<file path="src/rtl/battleship_pkg.sv">
`default_nettype none
// ============================================================================
// Package     : battleship_pkg
// Description : Shared types and helpers for the ship-placement cursor logic.
// Revision    : 1.0 - initial release
// ============================================================================
package battleship_pkg;

   localparam int BOARD_N = 5;

   typedef logic [2:0] coord_t;

   typedef enum logic [1:0] {
      PC_IDLE    = 2'd0,
      PC_PLACING = 2'd1,
      PC_DONE    = 2'd2
   } place_state_t;

   // Step one position towards zero, wrapping from 0 to the last legal coordinate.
   function automatic coord_t wrap_dec(input coord_t c, input coord_t last);
      return (c == '0) ? last : c - coord_t'(1);
   endfunction

   // Step one position away from zero, wrapping from the last legal coordinate to 0.
   function automatic coord_t wrap_inc(input coord_t c, input coord_t last);
      return (c == last) ? '0 : c + coord_t'(1);
   endfunction

endpackage
`default_nettype wire

</file>
<file path="src/rtl/placement_cursor_ctrl_debounce.sv">
`default_nettype none
// ============================================================================
// Module      : button_debounce
// Description : Synchronizes a raw push button, filters contact bounce and
//               emits a single-cycle pulse on each accepted press.
// Revision    : 1.0 - initial release
// ============================================================================
module button_debounce #(
   parameter int DEBOUNCE_CYCLES = 250000
) (
   input  logic clk,
   input  logic rst,
   input  logic btn_raw,
   output logic btn_level,
   output logic btn_press
);

   localparam int CNT_W = (DEBOUNCE_CYCLES > 1) ? $clog2(DEBOUNCE_CYCLES) : 1;
   localparam logic [CNT_W-1:0] CNT_LAST = CNT_W'(DEBOUNCE_CYCLES - 1);

   logic             sync1_q;
   logic             sync2_q;
   logic [CNT_W-1:0] cnt_q;
   logic [CNT_W-1:0] cnt_d;
   logic             stable_q;
   logic             stable_d;
   logic             stable_prev_q;

   // Candidate level must disagree with the accepted level for a full
   // debounce window before it replaces it; any agreement restarts the window.
   always_comb begin
      cnt_d    = cnt_q;
      stable_d = stable_q;
      if (sync2_q == stable_q) begin
         cnt_d = '0;
      end else if (cnt_q == CNT_LAST) begin
         cnt_d    = '0;
         stable_d = sync2_q;
      end else begin
         cnt_d = cnt_q + CNT_W'(1);
      end
   end

   // Two-flop synchronizer, debounce state and edge-detect history.
   always_ff @(posedge clk or posedge rst) begin
      if (rst) begin
         sync1_q       <= 1'b0;
         sync2_q       <= 1'b0;
         cnt_q         <= '0;
         stable_q      <= 1'b0;
         stable_prev_q <= 1'b0;
      end else begin
         sync1_q       <= btn_raw;
         sync2_q       <= sync1_q;
         cnt_q         <= cnt_d;
         stable_q      <= stable_d;
         stable_prev_q <= stable_q;
      end
   end

   assign btn_level = stable_q;
   assign btn_press = stable_q & ~stable_prev_q;

endmodule
`default_nettype wire

</file>
<file path="src/rtl/placement_cursor_ctrl.sv">
`default_nettype none
// ============================================================================
// Module      : placement_cursor_ctrl
// Description : Board-button cursor with wrap-around, remaining-ship counter
//               and placement FSM feeding the ship-colocation stage.
// Revision    : 1.0 - initial release
// ============================================================================
module placement_cursor_ctrl
   import battleship_pkg::*;
#(
   parameter int BOARD_N         = battleship_pkg::BOARD_N,
   parameter int INITIAL_SHIPS   = 3,
   parameter int DEBOUNCE_CYCLES = 250000
) (
   input  logic       clk,
   input  logic       rst,
   input  logic       enable,
   input  logic       btn_up,
   input  logic       btn_down,
   input  logic       btn_left,
   input  logic       btn_right,
   input  logic       confirm_placement,
   input  logic       placement_error,
   output logic [2:0] i_actual,
   output logic [2:0] j_actual,
   output logic [2:0] ship_len,
   output logic [2:0] ships_remaining,
   output logic       all_placed,
   output logic       error_seen
);

   localparam coord_t     LAST_COORD = coord_t'(BOARD_N - 1);
   localparam logic [2:0] SHIPS_INIT = 3'(INITIAL_SHIPS);

   // Button index order doubles as move priority: lowest index wins.
   localparam int IDX_UP    = 0;
   localparam int IDX_DOWN  = 1;
   localparam int IDX_LEFT  = 2;
   localparam int IDX_RIGHT = 3;

   logic [3:0]   btn_raw;
   logic [3:0]   btn_press;

   place_state_t state_q;
   place_state_t state_d;
   coord_t       i_q;
   coord_t       i_d;
   coord_t       j_q;
   coord_t       j_d;
   logic [2:0]   ships_q;
   logic [2:0]   ships_d;
   logic         all_placed_q;
   logic         all_placed_d;
   logic         error_seen_q;
   logic         error_seen_d;
   logic         confirm_prev_q;
   logic         error_prev_q;
   logic         confirm_rise;
   logic         error_rise;

   assign btn_raw = {btn_right, btn_left, btn_down, btn_up};

   genvar b;
   generate
      for (b = 0; b < 4; b++) begin : g_btn
         button_debounce #(
            .DEBOUNCE_CYCLES (DEBOUNCE_CYCLES)
         ) u_debounce (
            .clk       (clk),
            .rst       (rst),
            .btn_raw   (btn_raw[b]),
            .btn_level (),
            .btn_press (btn_press[b])
         );
      end
   endgenerate

   assign confirm_rise = confirm_placement & ~confirm_prev_q;
   assign error_rise   = placement_error & ~error_prev_q;

   // Next-state logic: FSM transitions plus cursor, ship-count and error updates.
   always_comb begin
      state_d      = state_q;
      i_d          = i_q;
      j_d          = j_q;
      ships_d      = ships_q;
      error_seen_d = error_seen_q;
      case (state_q)
         PC_IDLE: begin
            if (enable) state_d = PC_PLACING;
         end
         PC_PLACING: begin
            if (!enable) begin
               state_d = PC_IDLE;
            end else begin
               if (btn_press[IDX_UP])         i_d = wrap_dec(i_q, LAST_COORD);
               else if (btn_press[IDX_DOWN])  i_d = wrap_inc(i_q, LAST_COORD);
               else if (btn_press[IDX_LEFT])  j_d = wrap_dec(j_q, LAST_COORD);
               else if (btn_press[IDX_RIGHT]) j_d = wrap_inc(j_q, LAST_COORD);

               if (confirm_rise && (ships_q != 3'd0)) begin
                  ships_d = ships_q - 3'd1;
                  if (ships_q == 3'd1) state_d = PC_DONE;
               end

               if (error_rise) error_seen_d = 1'b1;
            end
         end
         PC_DONE: begin
            state_d = PC_DONE;
         end
         default: begin
            state_d = PC_IDLE;
         end
      endcase
      all_placed_d = (state_d == PC_DONE);
   end

   // State, cursor, counters and input edge history.
   always_ff @(posedge clk or posedge rst) begin
      if (rst) begin
         state_q        <= PC_IDLE;
         i_q            <= '0;
         j_q            <= '0;
         ships_q        <= SHIPS_INIT;
         all_placed_q   <= 1'b0;
         error_seen_q   <= 1'b0;
         confirm_prev_q <= 1'b0;
         error_prev_q   <= 1'b0;
      end else begin
         state_q        <= state_d;
         i_q            <= i_d;
         j_q            <= j_d;
         ships_q        <= ships_d;
         all_placed_q   <= all_placed_d;
         error_seen_q   <= error_seen_d;
         confirm_prev_q <= confirm_placement;
         error_prev_q   <= placement_error;
      end
   end

   assign i_actual        = i_q;
   assign j_actual        = j_q;
   assign ships_remaining = ships_q;
   assign ship_len        = ships_q;
   assign all_placed      = all_placed_q;
   assign error_seen      = error_seen_q;

endmodule
`default_nettype wire
</file>
<file path="config.mk">
export PLATFORM = sky130hd
export DESIGN_NAME = placement_cursor_ctrl
export DESIGN_NICKNAME = d
export VERILOG_FILES = /design/src/rtl/battleship_pkg.sv /design/src/rtl/placement_cursor_ctrl_debounce.sv /design/src/rtl/placement_cursor_ctrl.sv
export SDC_FILE = /design/constraint.sdc
export NUM_CORES = 1
export LEC_CHECK = 0
export BUFFER_PORTS_ARGS = -buffer_cell sky130_fd_sc_hd__buf_4
export CORE_ASPECT_RATIO = 0.7
export CORE_MARGIN = 2
export CORE_UTILIZATION = 40
export CTS_BUF_LIST = sky130_fd_sc_hd__clkbuf_16
export DETAILED_ROUTE_END_ITERATION = 7
export PLACE_DENSITY_LB_ADDON = 0.25
export SLEW_MARGIN = 40
export SYNTH_ARGS = -nofsm -noshare
export SYNTH_HDL_FRONTEND = slang
export SYNTH_HIERARCHICAL = 1
export SYNTH_SLANG_ARGS = --single-unit
</file>
<file path="constraint.sdc">
create_clock -name clk -period 4.5 [get_ports clk]
set_input_delay 0 -clock clk [delete_from_list [all_inputs] [get_ports clk]]
set_output_delay 0 -clock clk [all_outputs]
set_load 0.03 [all_outputs]
</file>
==> results.env <==
SETUP_CP_TYPE='reg -> reg'
END_KIND='flop'
YOSYS_REGISTER_BITS=103
PORTBUFFERS=22
R2R_START='g_btn[3].u_debounce/cnt_q[5]$_DFF_PP0_'
NUM_ANTENNA_CELLS=0
SETUP_VIOL=0
LAYOUT.CELLS.MOST_COMMON_LIST='101 x sky130_fd_sc_hd__dfrtp_1, 66 x sky130_fd_sc_hd__nor2_1, 40 x sky130_fd_sc_hd__nand4_1'
TOTALNEGATIVESETUPSLACK_NS=0
TRITONCTS.NUM_BUFFERS=9
FINISH.CELL_COUNT_WITHOUT_FILLERS=695
FINALCLOCKSKEW_NS=0.00944
POST_ROUTE_CELLS_DRIVE_ABOVE_1_SHARE_PCT=12.3
MOSTFREQUENTLAYOUTCELL='sky130_fd_sc_hd__dfrtp_1'
NETLIST_AREA_MM2=0.00532
CTS-ROOT-BUF='sky130_fd_sc_hd__clkbuf_16'
ROUTABILITYCONGESTION=0.803
WORST_MARGIN_PIN_SLEW_NS=0.765
POSTLAYOUTCOREUTIL_PCT=44.2
DESIGN.FINAL.NETS=549
CRITICAL_PATH_PEAK_FANOUT=18
DRV_SLEW=0
YS_WARN_COUNT=6
SHARE_OF_SYNTHESIZED_AREA_OCCUPIED_BY_FLIP_FLOPS_AND_LATCHES_PCT=48.5
CLOCK.FMAX_MHz=448
SYNTHESIS.NETS=537
CTS-HTREE-LEVELS=3
TIMING.REG2REG.SETUP_SLACK_NS=2.27
DIE_X_EXTENT_UM=142
CP-START-KIND='flop'
ROUTED_WIRE_LENGTH_PER_INSTANCE_UM=14.2
CRITPATHARRIVALTIME_NS=2.44
HP-CLASS='in -> async'
HPWLAFTERDP_MM=6.96
FINISH.INSTANCE_AREA_MM2=0.00578
ROUTE.ANTENNA.REMAINING_NETS=0
FF2FF_PATH_DEPTH=4
DIE_HEIGHT_UM=100
GRT_PASS1_WL_MM=16.7
CTS_HOLD_REPAIR.BUFFERS=8
FP.DIEAREA_MM2=0.0143
PATH_CLK_SLEW_NS=0.07
SYNTH.AVG_CELL_AREA_UM2=10.4
CRIT-REG2REG-CAPTURE='g_btn[3].u_debounce/cnt_q[12]$_DFF_PP0_'
CP.REQUIRED_NS=4.71
MAX_CAP_VIOLATIONS=0
FINALCRITICALPERIOD_NS=2.23
GRT_START_MAX_NET_PINS=23
OVERFLOW=0
NUMBER_OF_BUFFERS_BETWEEN_CLOCK_ROOT_AND_THE_DEEPEST_SINK=2
INITIAL_UTILIZATION_PCT=40.6
STATUS='completed'
NUMBER_OF_GLOBAL_ROUTE_VIAS_BEFORE_REPAIR=3388
HEADROOM_TO_THE_MAX_SLEW_LIMIT_PCT=48.9
TOTAL_CORE_AREA_MM2=0.0131
DPL.CELL_COUNT=672
VIA_COUNT=3676
STARTING_DRC_COUNT_IN_DETAILED_ROUTING=326
IRDROPWORSTVDD_mV=0.178
CTS_POST_SETUP_BUFFERS_INSERTED=0
TIMING.FINAL.HOLD_VIOLATIONS=0
CLOCK_LATENCY_NS=0.35
IO-PIN-COUNT=23
SYNTHTOPCELLSBYAREA='sky130_fd_sc_hd__dfrtp_1 48%, sky130_fd_sc_hd__xnor2_1 5.6%, sky130_fd_sc_hd__nand4_1 4.7%'
SYNTH_AREA_LEADER_CELL='sky130_fd_sc_hd__dfrtp_1'
ANTENNA_FOUND_INITIAL=0
CTS.REPAIR.RESIZED=0
FILLERS=1207
RSZ0062_AT_GRT='no'
TRACK_USAGE_PCT=14.6
P_PER_AREA_mW_PER_MM2=331
LAYOUT_WORST_PATH_CYCLE_SHARE_PCT=49.6
PLACEMENT.CELL_AREA_MM2=0.00543
CLKSINKCOUNT=103
SYNTH_TOP_AREA_SHARE_PCT=47.5
DRT-PASS1-ITER-COUNT=4
FLOORPLAN.ROWS=35
SYNTH_CELLS=513
YS_TYPES=48
ROUTED_WIRELENGTH_MM=9.84
SYN2LAYOUT_AREA_GROWTH_PCT=8.73
DETAIL_ROUTE.DRC_VIOLATIONS=0
CELLLEAKAGEPOWER_nW=2.43
ROUTE.DETAILED.VIAS_PER_INST=5.29
TRITONCTS='built'
-- state kept, by name (all words and copies together) (netlist names) --
signal	cells
g_btn.u_debounce/stable_prev_q	4
g_btn.u_debounce/btn_level	4
i_actual	3
all_placed	1
g_btn.u_debounce/sync1_q	4
state_q	2
ship_len	3
j_actual	3
g_btn.u_debounce/cnt_q	72
confirm_prev_q	1
g_btn.u_debounce/sync2_q	4
error_prev_q	1
error_seen	1
-- layer usage --
| layer | wire (µm) | up-vias | part of all wire [%] | track usage, % |
|---|---|---|---|---|
| li1 | - | 1833 | - | - |
| met1 | 5320 | 1773 | 54 | 22.8 |
| met2 | 4040 | 60 | 41 | 19.9 |
| met3 | 369 | 10 | 3.7 | 3.37 |
| met4 | 104 | 0 | 1.1 | 4.69 |
| met5 | 0 | - | 0 | 0 |
-- worst max-delay path: stages, from the launching register on --
cell and delay [ns]:
sky130_fd_sc_hd__dfrtp_1 0.49, sky130_fd_sc_hd__or4b_1 0.57, sky130_fd_sc_hd__nor4_2 0.29, sky130_fd_sc_hd__a41o_1 0.63, sky130_fd_sc_hd__nor2_1 0.12
-- through the flow --
stage               power [mW]  hold WS [ns]  setup slack, ns
finish                    1.92         0.264             2.27
global route              2.00         0.297             2.14
CTS                       1.95         0.281             2.26
detailed placement        1.22        0.0864             2.27
global placement          1.21         0.111             2.32
floorplan                 1.17        -0.100             2.67
-- area by class of cell --
cell class              instances  area [µm²]  share of cell area (%)
repair buffers                 30         245                    4.24
multi-input cells             358        2390                    41.4
clock inverters                 6        45.0                   0.779
inverters                      23        86.3                    1.49
well taps                     166         208                    3.59
flip-flops and latches        103        2580                    44.6
clock buffers                   9         225                    3.89
-- synthesized netlist by cell type, drive strengths merged --
cell       n
nor2      66
or2        4
xor2      24
a21oi     14
or3        4
nand2     34
xnor2     34
buf       16
mux2i      6
nand4     40
dfstp      2
o2bb2ai    1
o31ai      8
nor4b      2
clkbuf    13
nor4      17
a41o       4
a32o       3
mux2       6
a32oi      1
and4       4
and3b      1
ha        15
or4b       4
a31o       1
o21ai      7
nor3      16
o311a      1
nand2b     1
nand3b     1
nor2b      5
and3      16
nand3      9
or4        8
dfrtp    101
o22ai      1
inv       23
-- report_power, final --
group          total, mW  switching [mW]  internal [mW]
registers          0.987          0.0270          0.960
logic              0.214           0.138         0.0759
clock network      0.717           0.342          0.375
-- worst max path at each step --
stage          cells after the start                                    from                                      end
2_1_floorplan                      7  g_btn[0].u_debounce/cnt_q[5]$_DFF_PP0_  g_btn[0].u_debounce/cnt_q[11]$_DFF_PP0_
3_3_place_gp                       4  g_btn[3].u_debounce/cnt_q[5]$_DFF_PP0_   g_btn[3].u_debounce/cnt_q[5]$_DFF_PP0_
3_5_place_dp                       4  g_btn[0].u_debounce/cnt_q[5]$_DFF_PP0_   g_btn[0].u_debounce/cnt_q[9]$_DFF_PP0_
4_1_cts                            4  g_btn[0].u_debounce/cnt_q[5]$_DFF_PP0_   g_btn[0].u_debounce/cnt_q[9]$_DFF_PP0_
5_1_grt                            4  g_btn[3].u_debounce/cnt_q[5]$_DFF_PP0_   g_btn[3].u_debounce/cnt_q[6]$_DFF_PP0_
6_report                           4  g_btn[3].u_debounce/cnt_q[5]$_DFF_PP0_  g_btn[3].u_debounce/cnt_q[12]$_DFF_PP0_
-- kinds of logic after synthesis --
kind of cell | share of synthesized area (%)
adders and majority gates | 3.53
DFF | 48.5
xor gates and xnor gates | 9.55
buffers and inverters | 6.49
and+or+nand+nor | 24.2
AOI/OAI and AO/OA | 5.22
muxes | 2.47
Power figures use the tool's default switching activity.
